`config.mk`:
```
export PLATFORM = sky130hd
export DESIGN_NAME = prng_sequencer_flat
export DESIGN_NICKNAME = d
export VERILOG_FILES = /design/src/rtl/prng_pkg.sv /design/src/rtl/prng_sequencer_if.sv /design/src/rtl/prng_tick_gen.sv /design/src/rtl/prng_sequencer.sv /design/src/flat_wrapper.sv
export SDC_FILE = /design/constraint.sdc
export NUM_CORES = 1
export LEC_CHECK = 0
export CAP_MARGIN = 20
export CELL_PAD_IN_SITES_DETAIL_PLACEMENT = 1
export CELL_PAD_IN_SITES_GLOBAL_PLACEMENT = 1
export CORE_ASPECT_RATIO = 1.1
export CORE_MARGIN = 1.5
export CORE_UTILIZATION = 42
export DETAILED_ROUTE_END_ITERATION = 6
export PLACE_DENSITY = 0.94
export SYNTH_ARGS = -nofsm -noshare
export SYNTH_HDL_FRONTEND = slang
export SYNTH_HIERARCHICAL = 1
export SYNTH_SLANG_ARGS = --single-unit
```
`constraint.sdc`:
```
create_clock -name clk -period 3.9 [get_ports clk]
set_input_delay 0.78 -clock clk [delete_from_list [all_inputs] [get_ports clk]]
set_output_delay 0.78 -clock clk [all_outputs]
set_load 0.02 [all_outputs]
```
`src/rtl/prng_pkg.sv`:
```
// Shared types and constants for the PRNG control block: FSM encoding,
// mode codes and the XNOR-LFSR lock-up values that must never be loaded.
package prng_pkg;

  typedef enum logic [2:0] {
    IDLE,
    SEED,
    STEP,
    SETTLE,
    DONE
  } state_t;

  localparam logic [1:0] MODE_HOLD = 2'b00;
  localparam logic [1:0] MODE_FREE = 2'b01;
  localparam logic [1:0] MODE_STEP = 2'b10;
  localparam logic [1:0] MODE_REQ  = 2'b11;

  localparam logic [15:0] LOCK16 = 16'hFFFF;
  localparam logic [7:0]  LOCK8  = 8'hFF;

  function automatic logic [1:0] onehot2(input logic idx);
    return idx ? 2'b10 : 2'b01;
  endfunction

endpackage

```
`src/rtl/prng_sequencer_if.sv`:
```
// Control/datapath/consumer signal bundle of the PRNG sequencer.
// The master side drives the controls and rnd_byte; the slave is the sequencer.
interface prng_sequencer_if;
  import prng_pkg::*;

  logic        ena;
  logic [1:0]  mode;
  logic        step;
  logic        seed_load;
  logic [15:0] seed;
  logic [7:0]  rnd_byte;
  logic [1:0]  req;
  logic        lfsr16_step;
  logic        lfsr8_step;
  logic        lfsr_load;
  logic [15:0] lfsr_seed16;
  logic [7:0]  lfsr_seed8;
  logic [1:0]  gnt;
  logic        valid;
  logic [7:0]  data;
  state_t      fsm_state;

  // Handshake: req is a level held by each consumer; the sequencer answers with
  // a one-cycle one-hot gnt together with valid, and data is stable while valid
  // is high. A grant may still arrive after req drops; a seed_load abort drops it.
  modport master (
    output ena, mode, step, seed_load, seed, rnd_byte, req,
    input  lfsr16_step, lfsr8_step, lfsr_load, lfsr_seed16, lfsr_seed8,
           gnt, valid, data, fsm_state
  );

  modport slave (
    input  ena, mode, step, seed_load, seed, rnd_byte, req,
    output lfsr16_step, lfsr8_step, lfsr_load, lfsr_seed16, lfsr_seed8,
           gnt, valid, data, fsm_state
  );

endinterface

```
`src/rtl/prng_tick_gen.sv`:
```
// Free-run tick source: counts DATA_DIV cycles while run is high and holds
// at most one pending tick until the sequencer acknowledges it.
module prng_tick_gen #(
  parameter int                   DIV_WIDTH = 24,
  parameter logic [DIV_WIDTH-1:0] DATA_DIV  = DIV_WIDTH'(10_000_000)
) (
  input  logic clk,
  input  logic reset,
  input  logic run,
  input  logic ack,
  output logic tick_pending
);

  localparam logic [DIV_WIDTH-1:0] TERM = DATA_DIV - DIV_WIDTH'(1);

  logic [DIV_WIDTH-1:0] cnt;
  logic                 terminal;

  assign terminal = run && (cnt == TERM);

  // Dropping run is the soft clear; a new terminal count wins over a same-cycle ack.
  always_ff @(posedge clk or posedge reset) begin
    if (reset) begin
      cnt          <= '0;
      tick_pending <= 1'b0;
    end else if (!run) begin
      cnt          <= '0;
      tick_pending <= 1'b0;
    end else begin
      cnt <= terminal ? '0 : cnt + DIV_WIDTH'(1);
      if (terminal)
        tick_pending <= 1'b1;
      else if (ack)
        tick_pending <= 1'b0;
    end
  end

endmodule

```
`src/rtl/prng_sequencer.sv`:
```
// PRNG control block: turns seed loads, free-run ticks, step edges and consumer
// requests into single-cycle LFSR enables and a registered, granted random byte.
module prng_sequencer
  import prng_pkg::*;
#(
  parameter int                   DIV_WIDTH = 24,
  parameter logic [DIV_WIDTH-1:0] DATA_DIV  = DIV_WIDTH'(10_000_000),
  parameter int                   CTRL_DIV  = 8
) (
  input  logic             clk,
  input  logic             reset,
  prng_sequencer_if.slave  bus
);

  localparam int            CW        = (CTRL_DIV > 1) ? $clog2(CTRL_DIV) : 1;
  localparam logic [CW-1:0] CTRL_LAST = CW'(CTRL_DIV - 1);

  state_t        state, state_n;
  logic [1:0]    mode_q;
  logic          step_q;
  logic [CW-1:0] ctrl_cnt;
  logic          win, win_q, txn_req, last_served;
  logic          tick_pending, run, ack, accept, in_idle, mode_chg;
  logic          trig_tick, trig_edge, trig_req;
  logic          l16_q, l8_q, load_q, valid_q;
  logic [15:0]   seed16_q;
  logic [7:0]    seed8_q, data_q;
  logic [1:0]    gnt_q;

  assign in_idle  = (state == IDLE);
  assign mode_chg = in_idle && (bus.mode != mode_q);
  assign run      = bus.ena && (mode_q == MODE_FREE) && !mode_chg;
  assign accept   = bus.ena && !bus.seed_load && (trig_tick || trig_edge || trig_req);
  assign ack      = bus.ena && !bus.seed_load && trig_tick;

  prng_tick_gen #(
    .DIV_WIDTH (DIV_WIDTH),
    .DATA_DIV  (DATA_DIV)
  ) u_tick (
    .clk          (clk),
    .reset        (reset),
    .run          (run),
    .ack          (ack),
    .tick_pending (tick_pending)
  );

  // The live mode input selects the trigger; a stale tick needs the latched mode too.
  always_comb begin
    trig_tick = 1'b0;
    trig_edge = 1'b0;
    trig_req  = 1'b0;
    if (in_idle) begin
      case (bus.mode)
        MODE_HOLD: ;
        MODE_FREE: trig_tick = tick_pending && (mode_q == MODE_FREE);
        MODE_STEP: trig_edge = bus.step && !step_q;
        MODE_REQ:  trig_req  = |bus.req;
        default:   ;
      endcase
    end
  end

  always_comb begin
    case (bus.req)
      2'b01:   win = 1'b0;
      2'b10:   win = 1'b1;
      default: win = ~last_served;
    endcase
  end

  always_comb begin
    state_n = state;
    if (!bus.ena)
      state_n = IDLE;
    else if (bus.seed_load)
      state_n = SEED;
    else begin
      case (state)
        IDLE:    if (accept) state_n = STEP;
        SEED:    state_n = IDLE;
        STEP:    state_n = SETTLE;
        SETTLE:  state_n = DONE;
        DONE:    state_n = IDLE;
        default: state_n = IDLE;
      endcase
    end
  end

  always_ff @(posedge clk or posedge reset) begin
    if (reset) begin
      state       <= IDLE;
      mode_q      <= MODE_HOLD;
      step_q      <= 1'b0;
      ctrl_cnt    <= '0;
      win_q       <= 1'b0;
      txn_req     <= 1'b0;
      last_served <= 1'b1;
      l16_q       <= 1'b0;
      l8_q        <= 1'b0;
      load_q      <= 1'b0;
      valid_q     <= 1'b0;
      gnt_q       <= 2'b00;
      seed16_q    <= '0;
      seed8_q     <= '0;
      data_q      <= '0;
    end else begin
      state   <= state_n;
      step_q  <= bus.step;
      l16_q   <= (state_n == STEP);
      l8_q    <= accept && (ctrl_cnt == CTRL_LAST);
      load_q  <= (state_n == SEED);
      valid_q <= (state_n == DONE);
      gnt_q   <= ((state_n == DONE) && txn_req) ? onehot2(win_q) : 2'b00;
      if (!bus.ena)
        ctrl_cnt <= '0;
      else if (accept)
        ctrl_cnt <= (ctrl_cnt == CTRL_LAST) ? '0 : ctrl_cnt + CW'(1);
      if (bus.ena && in_idle)
        mode_q <= bus.mode;
      if (accept) begin
        txn_req <= trig_req;
        win_q   <= win;
        if (trig_req)
          last_served <= win;
      end
      if (state_n == SEED) begin
        seed16_q <= (bus.seed == LOCK16) ? 16'h0000 : bus.seed;
        seed8_q  <= (bus.seed[7:0] == LOCK8) ? 8'h00 : bus.seed[7:0];
      end
      // Only a transaction that actually reaches DONE updates the byte.
      if ((state == SETTLE) && (state_n == DONE))
        data_q <= bus.rnd_byte;
    end
  end

  assign bus.lfsr16_step = l16_q;
  assign bus.lfsr8_step  = l8_q;
  assign bus.lfsr_load   = load_q;
  assign bus.lfsr_seed16 = seed16_q;
  assign bus.lfsr_seed8  = seed8_q;
  assign bus.gnt         = gnt_q;
  assign bus.valid       = valid_q;
  assign bus.data        = data_q;
  assign bus.fsm_state   = state;

endmodule

```
`src/flat_wrapper.sv`:
```
// flat-port wrapper written by rule: the top's interface ports become plain ports
module prng_sequencer_flat import prng_pkg::*;
#(
  parameter int                   DIV_WIDTH = 24,
  parameter logic [DIV_WIDTH-1:0] DATA_DIV  = DIV_WIDTH'(10_000_000),
  parameter int                   CTRL_DIV  = 8
)
  (clk, reset, bus_ena, bus_mode, bus_step, bus_seed_load, bus_seed, bus_rnd_byte, bus_req, bus_lfsr16_step, bus_lfsr8_step, bus_lfsr_load, bus_lfsr_seed16, bus_lfsr_seed8, bus_gnt, bus_valid, bus_data, bus_fsm_state);
  prng_sequencer_if bus_i ();
  input  logic clk;
  input  logic reset;
  input wire logic [$bits(bus_i.ena)-1:0] bus_ena;
  input wire logic [$bits(bus_i.mode)-1:0] bus_mode;
  input wire logic [$bits(bus_i.step)-1:0] bus_step;
  input wire logic [$bits(bus_i.seed_load)-1:0] bus_seed_load;
  input wire logic [$bits(bus_i.seed)-1:0] bus_seed;
  input wire logic [$bits(bus_i.rnd_byte)-1:0] bus_rnd_byte;
  input wire logic [$bits(bus_i.req)-1:0] bus_req;
  output wire logic [$bits(bus_i.lfsr16_step)-1:0] bus_lfsr16_step;
  output wire logic [$bits(bus_i.lfsr8_step)-1:0] bus_lfsr8_step;
  output wire logic [$bits(bus_i.lfsr_load)-1:0] bus_lfsr_load;
  output wire logic [$bits(bus_i.lfsr_seed16)-1:0] bus_lfsr_seed16;
  output wire logic [$bits(bus_i.lfsr_seed8)-1:0] bus_lfsr_seed8;
  output wire logic [$bits(bus_i.gnt)-1:0] bus_gnt;
  output wire logic [$bits(bus_i.valid)-1:0] bus_valid;
  output wire logic [$bits(bus_i.data)-1:0] bus_data;
  output wire logic [$bits(bus_i.fsm_state)-1:0] bus_fsm_state;
  assign bus_i.ena = bus_ena;
  assign bus_i.mode = bus_mode;
  assign bus_i.step = bus_step;
  assign bus_i.seed_load = bus_seed_load;
  assign bus_i.seed = bus_seed;
  assign bus_i.rnd_byte = bus_rnd_byte;
  assign bus_i.req = bus_req;
  assign bus_lfsr16_step = bus_i.lfsr16_step;
  assign bus_lfsr8_step = bus_i.lfsr8_step;
  assign bus_lfsr_load = bus_i.lfsr_load;
  assign bus_lfsr_seed16 = bus_i.lfsr_seed16;
  assign bus_lfsr_seed8 = bus_i.lfsr_seed8;
  assign bus_gnt = bus_i.gnt;
  assign bus_valid = bus_i.valid;
  assign bus_data = bus_i.data;
  assign bus_fsm_state = bus_i.fsm_state;
  prng_sequencer #(.DIV_WIDTH(DIV_WIDTH), .DATA_DIV(DATA_DIV), .CTRL_DIV(CTRL_DIV)) u_core (.clk(clk), .reset(reset), .bus(bus_i));
endmodule
```
After elaboration in Yosys (flattened, before gate mapping)
Index checks and enable logic that the tools add are counted.

Flip-flop bits (word level): 75. Output and inout port bits: 41.

Add/subtract/negate cells: 2. Equality and inequality tests: 18. Mux-type cells: 23. Bitwise logic cells: 1. Reductions and logical operators: 21.

Operator list (count): $mux 24 (2); $add 24x1->24 const B (1); $eq 24x24->1 const B (1); $mux 3 (6); $eq 16x16->1 const B (1); $mux 16 (1); $logic_and 1x1->1 (13); $eq 3x2->1 const B (3); $mux 1 (9); $pmux 3 s3 (1); $eq 8x8->1 const B (1); $mux 8 (1); $eq 2x1->1 const B (3); $eq 2x2->1 const B (3); $eq 3x3->1 const B (2); $mux 2 (2); $add 3x1->3 const B (1); $eq 3x1->1 const B (1); $logic_not 1->1 (3); $logic_not 3->1 (1); $ne 3x1->1 const B (1); $logic_or 1x1->1 (2); $ne 2x1->1 const B (1); $ne 2x2->1 (1); other kinds (4) (4).

Logic depth before layout (Yosys ltp)
Gate-level depths: netlist of run 1.

Depth after elaboration: 14. Gate-level depth with buffers: 6.

Hierarchy
The synthesis of run 1 kept the hierarchy.

Modules (own cells, without submodules): prng_sequencer (instances 1, cells each 153, area an instance 2003.2 um^2, sequential area each 1252.5 um^2); prng_tick_gen (instances 1, cells each 133, area an instance 1317.5 um^2, sequential area each 625.6 um^2).

Worst setup path after synthesis of run 1
No wires, ideal clock.

Path kind: input port to flip-flop. Start: input port bus_req[0]. End: register u_core.win_q. Setup time: 0.125 ns. Arrival time: 1.819 ns. Data required time: 3.775 ns. Setup slack: 1.956 ns. Cell stages on the path: 6. Buffers on the path: 0. Cell sequence: inv_1 > ha_1 > nor2b_1 > o21ai_1 > a21oi_4 > mux2_4.

Cells in the longest elaborated chain, start to end: 5. Elaborated cells on any way between the ends: 8. Classes of those cells: 2 x eq/ne; 3 x mux; 3 x reduce/logical.

RTL lines: from (decl) (line flat_wrapper.sv:18) `input wire logic [$bits(bus_i.req)-1:0] bus_req;`; $reduce_or 2->1 (line prng_sequencer.sv:57) `MODE_REQ: trig_req = |bus.req;`; $mux 1 (line prng_sequencer.sv:53) `case (bus.mode)`; $mux 1 (line prng_sequencer.sv:52) `if (in_idle) begin`; $logic_or 1x1->1 (line prng_sequencer.sv:33) `assign accept = bus.ena && !bus.seed_load && (trig_tick || trig_edge || trig_req);`; $logic_and 1x1->1 (line prng_sequencer.sv:33); to (signal assigned) (line prng_sequencer.sv:122) `win_q <= win;`; to (decl) (line prng_sequencer.sv:22) `logic win, win_q, txn_req, last_served;`.

Parallel ways exist; a longest one is shown, timed or not. A chain may end at the register's enable or synchronous reset.

Final worst setup path of run 1
Start: input port bus_ena. End: register u_core.data_q[5], in the netlist u_core/bus.data[5].

Cells in the longest elaborated chain, start to end: 8.

RTL lines: from (decl) (line flat_wrapper.sv:12) `input wire logic [$bits(bus_i.ena)-1:0] bus_ena;`; $logic_and 1x1->1 (2 in series) (line prng_sequencer.sv:33); $mux 3 (line prng_sequencer.sv:79) `IDLE: if (accept) state_n = STEP;`; $pmux 3 s3 (line prng_sequencer.sv:78) `case (state)`; $mux 3 (line prng_sequencer.sv:75) `else if (bus.seed_load)`; $mux 3 (*) (line prng_sequencer.sv:73) `if (!bus.ena)`; $eq 3x3->1 (*) (line prng_sequencer.sv:131) `if ((state == SETTLE) && (state_n == DONE))`; $logic_and 1x1->1 (*) (line prng_sequencer.sv:131); to (signal assigned) (line prng_sequencer.sv:132) `data_q <= bus.rnd_byte;`; to (decl) (line prng_sequencer.sv:27) `logic [7:0] seed8_q, data_q;`.

Mark *: on every way between the ends. The rest lies on a longest branch, timed or not.

==> results of run 1 <==
## area by class of cell
class                   count  area [µm²]  share of cell area (%)
flip-flops and latches     75        1878                   42.90
multi-input cells         189        1331                   30.41
repair buffers             76       785.8                   17.95
well taps                 105       131.4                   3.001
clock buffers               9       123.9                   2.829
clock inverters             7       75.07                   1.715
inverters                  14       52.55                   1.200
## state kept, by name (all words and copies together), names as in the netlist
register                    count
u_core/u_tick/cnt              24
u_core/bus.lfsr_seed16         16
u_core/bus.data                 8
u_core/bus.lfsr_seed8           8
u_core/bus.fsm_state            3
u_core/ctrl_cnt                 3
u_core/bus.gnt                  2
u_core/mode_q                   2
u_core/bus.lfsr16_step          1
u_core/bus.lfsr8_step           1
u_core/bus.lfsr_load            1
u_core/bus.valid                1
u_core/last_served              1
u_core/step_q                   1
u_core/txn_req                  1
u_core/u_tick/tick_pending      1
u_core/win_q                    1
## through the flow
stage,cell area [µm²],power (mW)
6_report,4378,1.753
5_1_grt,4378,1.820
4_1_cts,4330,1.750
3_5_place_dp,4131,1.142
3_3_place_gp,4131,1.119
2_1_floorplan,3321,0.9960
## layout by cell type, fill, tap and decap left out, types with 6 or more instances in the layout
master and n:
a22o_1 24, clkbuf_8 9, nand4_1 10, xor2_1 6
mux2_2 9, a21oi_1 11, nor2_1 21, xnor2_1 6
dfrtp_1 74, nand2_1 16, clkdlybuf4s50_1 73, o21ai_0 12
nand3_1 10, inv_1 13, and3_1 7
## metal layers
layer / routed length (µm) / part of all wire [%] / vias up / track usage (%)
li1: - / - / 1200 / -
met3: 545 / 5.4 / 35 / 5.832
met5: 0 / 0 / - / 0
met2: 5073 / 51 / 112 / 42.62
met4: 378 / 3.8 / 0 / 11.24
met1: 4011 / 40 / 1383 / 29.28
## logic make-up (layout without fill, tap and decap cells)
logic type / Yosys count / in the layout
compound gates: 59 / 59
simple gates: 101 / 101
buf+inv: 22 / 106
mux: 12 / 12
flops: 75 / 75
fa+ha+maj: 5 / 5
xor+xnor: 12 / 12
## power groups by stage
stage	combinational, mW	sequential (mW)	clock (mW)
floorplan	0.0842	0.912	0
global placement	0.248	0.872	0
detailed placement	0.263	0.879	0
CTS	0.266	0.864	0.621
global route	0.288	0.870	0.662
finish	0.272	0.865	0.616
## how the worst max path moves through the flow
stage / slack [ns] / cells past startpoint / endpoint / startpoint
after detailed placement: 1.06 / 4 / u_core/bus.data[5]$_DFFE_PP0P_ / bus_ena
final: 1.38 / 4 / u_core/bus.data[5]$_DFFE_PP0P_ / bus_ena
after global routing: 1.35 / 4 / u_core/bus.data[3]$_DFFE_PP0P_ / bus_ena
after global placement: 1.22 / 4 / u_core/bus.data[6]$_DFFE_PP0P_ / bus_ena
after floorplan: 1.92 / 1 / u_core/bus.data[0]$_DFFE_PP0P_ / reset
after CTS: 1.41 / 4 / u_core/bus.data[5]$_DFFE_PP0P_ / bus_ena
==> results by group, run 1 <==
Status
  – Status: complete, no violations

STA
  – Tmin final: 2.518 ns
  – Peak Freq: 0.3972 GHz
  – Fin crit share: 64.56%
  – Worst Max-Slew Pin Slew: 0.9700 ns
  – Fin. max-slew vios: 0
  – Final Hold Viols: 0
  – Rel. slew slack: 35.33%
  – Setup tns final: 0 ns
  – Fin Clk Skew: 0.01881 ns
  – Post-route setup slack: 1.382 ns
  – Unrepaired setup endpoints after global routing: false
  – Finish-stage setup viols: 0
  – Hold_ws: 0.4712 ns

Floorplan
  – Die Y: 96.26 µm
  – Core Region: 0.007556 mm²
  – Die footprint: 0.008449 mm²
  – Die Span X: 87.78 µm
  – # IOs: 74
  – Initial Util: 43.95%
  – Row count: 33

Layout
  – Fin cells: 475
  – Post-layout util: 57.94%
  – Number of diodes: 0
  – Layout cells sized above 1: 11.35%
  – # nets final: 403
  – Area grow syn2layout: 31.84%
  – FILL cells: 797

CTS
  – Max clock buf depth: 2
  – Total CTS buffers: 9
  – Clk_lat worst skew: 0.36 ns
  – Clk root buf: clkbuf_8
  – Post_cts resized: 0
  – H-tree depth: 3
  – CTS tree: done
  – Postcts setup bufs: 0
  – Cts-stage hold buffer count: 0
  – Clk slew on worst S/H paths: 0.09 ns
  – Sink Count: 75

Logic synthesis
  – Synthesized area per cell: 11.61 µm²
  – Async set-reset flop share out of synthesis: 100.0%
  – Post-Syn Instances: 286
  – Yosys warns: 6
  – Simple-Gate Fraction of Synth Area: 18.09%
  – Top-area cell type share of the netlist area: 55.76%
  – Dominant cells by area after synthesis: dfrtp_1 56%, a22o_1 6.3%, mux2_2 3.1%
  – Mapped Area: 0.003321 mm²
  – Synth Area in Adders: 1.884%
  – Post-synth top cells: 74 x dfrtp_1, 24 x a22o_1, 21 x nor2_1
  – Syn Nets: 324
  – Synth Register Bits: 75
  – Yosys top cell by area: dfrtp_1
  – Post-synthesis sequential area ratio: 56.56%
  – Ys flop type: dfrtp_1
  – Number of library cell types mapped by synthesis: 48
  – Multiplexer share of the synthesized area: 4.107%
  – XOR/XNOR share of the synthesized area: 3.165%
  – Count leader, synth: dfrtp_1
  – Compound-Gate Fraction of Synth Area: 12.85%
  – Main combinational cell family by area after synthesis: simple AND/OR/NAND/NOR gates
  – Post-synth EDFFs: 0

Global route
  – Antenna violations before repair: 0
  – Vias in the first global route: 2,983
  – Aggregate global routing overflow: 0
  – First-pass GRT wire length: 15,590 µm
  – Largest net degree at the start of global routing: 51
  – Global Route Usage Sum: 24.78%

Power
  – Pleak: 1.887 nW
  – PD cells: 400.4 mW/mm²
  – Max IR drop VDD: 0.1717 mV
  – Sw frac: 27.87%
  – Switch Pwr: 0.4886 mW
  – Clk pwr share: 35.1%
  – Internal power: 1.264 mW
  – Sequential Power Share: 49.3%
  – Comb power frac: 15.5%

Worst setup path
  – RR Startpoint: u_core/u_tick/cnt[0]$_DFF_PP0_
  – Slowest cell on the critical path: clkdlybuf4s50_1
  – CP startpoint kind: input pin
  – Crit Path Class: input pin to flip-flop
  – Crit end category: flip-flop
  – Setup slack, reg-to-reg: 1.70 ns
  – Crit-path max FO: 11
  – Worst reg-to-reg path cell count: 5
  – Worst Path Required: 4.14 ns
  – CP Cell Sequence: clkdlybuf4s50_1 -> nor3b_4 -> and3_1 -> mux2_2
  – Delay-heaviest family, CP: simple AND/OR/NAND/NOR gates
  – Worst path max stage delay: 0.68 ns
  – Worst reg2reg path endpoint: u_core/u_tick/cnt[18]$_DFF_PP0_
  – Crit path DAT: 2.75 ns
  – Buffers plus inverters on the worst setup path: 1

Worst hold path
  – Worst Hold End: u_core/bus.gnt[0]$_DFF_PP0_
  – HP Class: flip-flop to flip-flop
  – Worst Hold Depth: 1
  – Hold_sp: u_core/win_q$_DFFE_PP0P_

Route
  – DRT Pass-1 Iters: 5
  – Routed vias/inst: 5.747
  – Final ANT Viol Nets: 0
  – DR iter-0 viols: 169
  – Vias: 2,730
  – Wire length per cell: 21.07 µm
  – Drt total wl: 10,010 µm
  – Drt drc: 0

Placed design
  – Place WS: 1.059 ns
  – Dpl hpwl: 6890 µm
  – Placed Cells: 457
  – RePlAce Congestion: 0.7415
  – PortBufs: 73

Flow run
  – Max-cap violations: 0
Power figures use the tool's default switching activity.
==> inputs of run 2 (changes only) <==
--- a/config.mk
+++ b/config.mk
@@ -10,9 +10,9 @@
 export CELL_PAD_IN_SITES_GLOBAL_PLACEMENT = 1
 export CORE_ASPECT_RATIO = 1.1
 export CORE_MARGIN = 1.5
-export CORE_UTILIZATION = 42
+export CORE_UTILIZATION = 39
 export DETAILED_ROUTE_END_ITERATION = 6
-export PLACE_DENSITY = 0.94
+export PLACE_DENSITY = 0.89
 export SYNTH_ARGS = -nofsm -noshare
 export SYNTH_HDL_FRONTEND = slang
 export SYNTH_HIERARCHICAL = 1
==> constraint.sdc (replaced) <==
create_clock -name clk -period 2.4 [get_ports clk]
set_input_delay 0.48 -clock clk [delete_from_list [all_inputs] [get_ports clk]]
set_output_delay 0.48 -clock clk [all_outputs]
set_load 0.02 [all_outputs]
==> run 2 against run 1 <==
Against the previous run: count of clock-buffer cells in the layout rose by 2; flip-flop and latch count did not move; critical path depth fell by 3; register-to-register slack got worse by 1.2 ns; routed wire length fell by 8.4%; sequential share of layout area fell by 0.68 points; final area rose by 1.6%; critical path type is now flip-flop to primary output.
==> results by group, run 2 (synthesis gave the netlist of run 1 again) <==
Status
  – Status: complete, no violations

CTS
  – Max clock buf depth: 2
  – Postcts setup bufs: 0
  – H-tree depth: 3
  – Clk_lat worst skew: 0.35 ns
  – Clk slew on worst S/H paths: 0.09 ns
  – CTS tree: done
  – Total CTS buffers: 9
  – Cts-stage hold buffer count: 0
  – Clk root buf: clkbuf_8
  – Sink Count: 75
  – Post_cts resized: 0

Global route
  – Antenna violations before repair: 0
  – Vias in the first global route: 2,874
  – Largest net degree at the start of global routing: 31
  – Aggregate global routing overflow: 0
  – Global Route Usage Sum: 21.69%
  – First-pass GRT wire length: 15,390 µm

STA
  – Hold_ws: 0.4519 ns
  – Setup tns final: 0 ns
  – Fin. max-slew vios: 0
  – Post-route setup slack: 0.4516 ns
  – Worst Max-Slew Pin Slew: 0.7794 ns
  – Fin Clk Skew: 0.01011 ns
  – Peak Freq: 0.5133 GHz
  – Final Hold Viols: 0
  – Rel. slew slack: 48.04%
  – Fin crit share: 81.18%
  – Tmin final: 1.948 ns
  – Finish-stage setup viols: 0
  – Unrepaired setup endpoints after global routing: false

Worst setup path
  – WP depth: 1
  – Worst path max stage delay: 0.66 ns
  – CP Cell Sequence: clkdlybuf4s50_1
  – Buffers plus inverters on the worst setup path: 1
  – CP startpoint kind: flip-flop
  – Worst reg-to-reg path cell count: 6
  – Crit path DAT: 1.47 ns
  – Slowest cell on the critical path: clkdlybuf4s50_1
  – Delay-heaviest family, CP: buffers and inverters
  – Crit end category: primary output
  – Crit-path max FO: 7
  – Crit Path Class: flip-flop to primary output
  – Worst Path Required: 1.92 ns

Floorplan
  – Die footprint: 0.009078 mm²
  – Die Span X: 90.98 µm
  – Initial Util: 39.91%
  – Core Region: 0.008320 mm²
  – Die Y: 99.78 µm
  – Row count: 35
  – # IOs: 74

Route
  – DR iter-0 viols: 117
  – Routed vias/inst: 5.433
  – Wire length per cell: 18.82 µm
  – Vias: 2,646
  – DRT Pass-1 Iters: 4
  – Final ANT Viol Nets: 0
  – Drt total wl: 9166 µm
  – Drt drc: 0

Layout
  – Max FFs per register: 24
  – Layout cells sized above 1: 12.77%
  – Area grow syn2layout: 33.95%
  – # nets final: 409
  – Largest register by flop count: u_core/u_tick/cnt
  – Most common cell after layout, fill and taps aside: dfrtp_1
  – Post-layout util: 53.46%
  – Number of diodes: 0
  – Most frequent cells in the layout: 74 x dfrtp_1, 73 x clkdlybuf4s50_1, 24 x a22o_1, 21 x nor2_1, 16 x nand2_1

Placed design
  – PortBufs: 73
  – Dpl hpwl: 6623 µm
  – Place WS: 0.2025 ns
  – RePlAce Congestion: 0.7886

Worst hold path
  – HP Class: flip-flop to flip-flop
  – Worst Hold Depth: 1

Power
  – Max IR drop VDD: 0.2334 mV
  – Pleak: 1.931 nW
  – PD cells: 668.7 mW/mm²

Flow run
  – Max-cap violations: 0
## run 2: changes by cell type in the layout (fill, tap and decap cells not counted)
| cell | delta |
|---|---|
| buf_16 | -1 |
| buf_4 | +7 |
| bufinv_16 | +1 |
| clkbuf_8 | +2 |
| clkinv_2 | -1 |
| clkinv_4 | +2 |
| clkinvlp_4 | -2 |
| inv_6 | -2 |
## run 2: path summary, 6_finish.rpt
path | start | to | slack (ns)
worst max-delay path | u_core/bus.fsm_state[1]$_DFF_PP0_ | bus_fsm_state[1] | 0.45
worst min-delay path | u_core/win_q$_DFFE_PP0P_ | u_core/bus.gnt[0]$_DFF_PP0_ | 0.45
worst max register to register | u_core/bus.fsm_state[2]$_DFF_PP0_ | u_core/u_tick/cnt[3]$_DFF_PP0_ | 0.52
worst min register to register | u_core/win_q$_DFFE_PP0P_ | u_core/bus.gnt[0]$_DFF_PP0_ | 0.45
max in group asynchronous | reset | u_core/last_served$_DFFE_PP1P_ | 1.32
min in group asynchronous | reset | u_core/bus.lfsr_seed16[3]$_DFFE_PP0P_ | 0.49
## run 2: per-layer routing
metal / track usage (%) / wire length [µm] / share of wire [%]
met2: 38.23 / 4835 / 53
met5: 0 / 0 / 0
met4: 8.894 / 229 / 2.5
met1: 25.53 / 3715 / 41
met3: 5.000 / 385 / 4.2
## run 2: metrics by stage
stage          instances  cell area, µm²  power [mW]
6_report             487            4448       2.974
4_1_cts              487            4448       2.997
3_3_place_gp         471            4212       1.836
3_5_place_dp         471            4212       1.860
2_1_floorplan        286            3321       1.618
5_1_grt              487            4448       3.094
## run 2: final cells by class
type,count,area (µm²)
flip-flops and latches,75,1878
clock buffers,11,151.4
inverters,14,52.55
clock inverters,5,85.08
repair buffers,82,810.8
fillers,878,3872
well taps,111,138.9
multi-input cells,189,1331
## run 2: report_power, final
| group | switching (mW) | internal, mW | total, mW | leakage (nW) |
|---|---|---|---|---|
| Combinational | 0.213 | 0.224 | 0.437 | 0.823 |
| Sequential | 0.0552 | 1.35 | 1.40 | 0.993 |
| Clock | 0.489 | 0.646 | 1.14 | 0.116 |
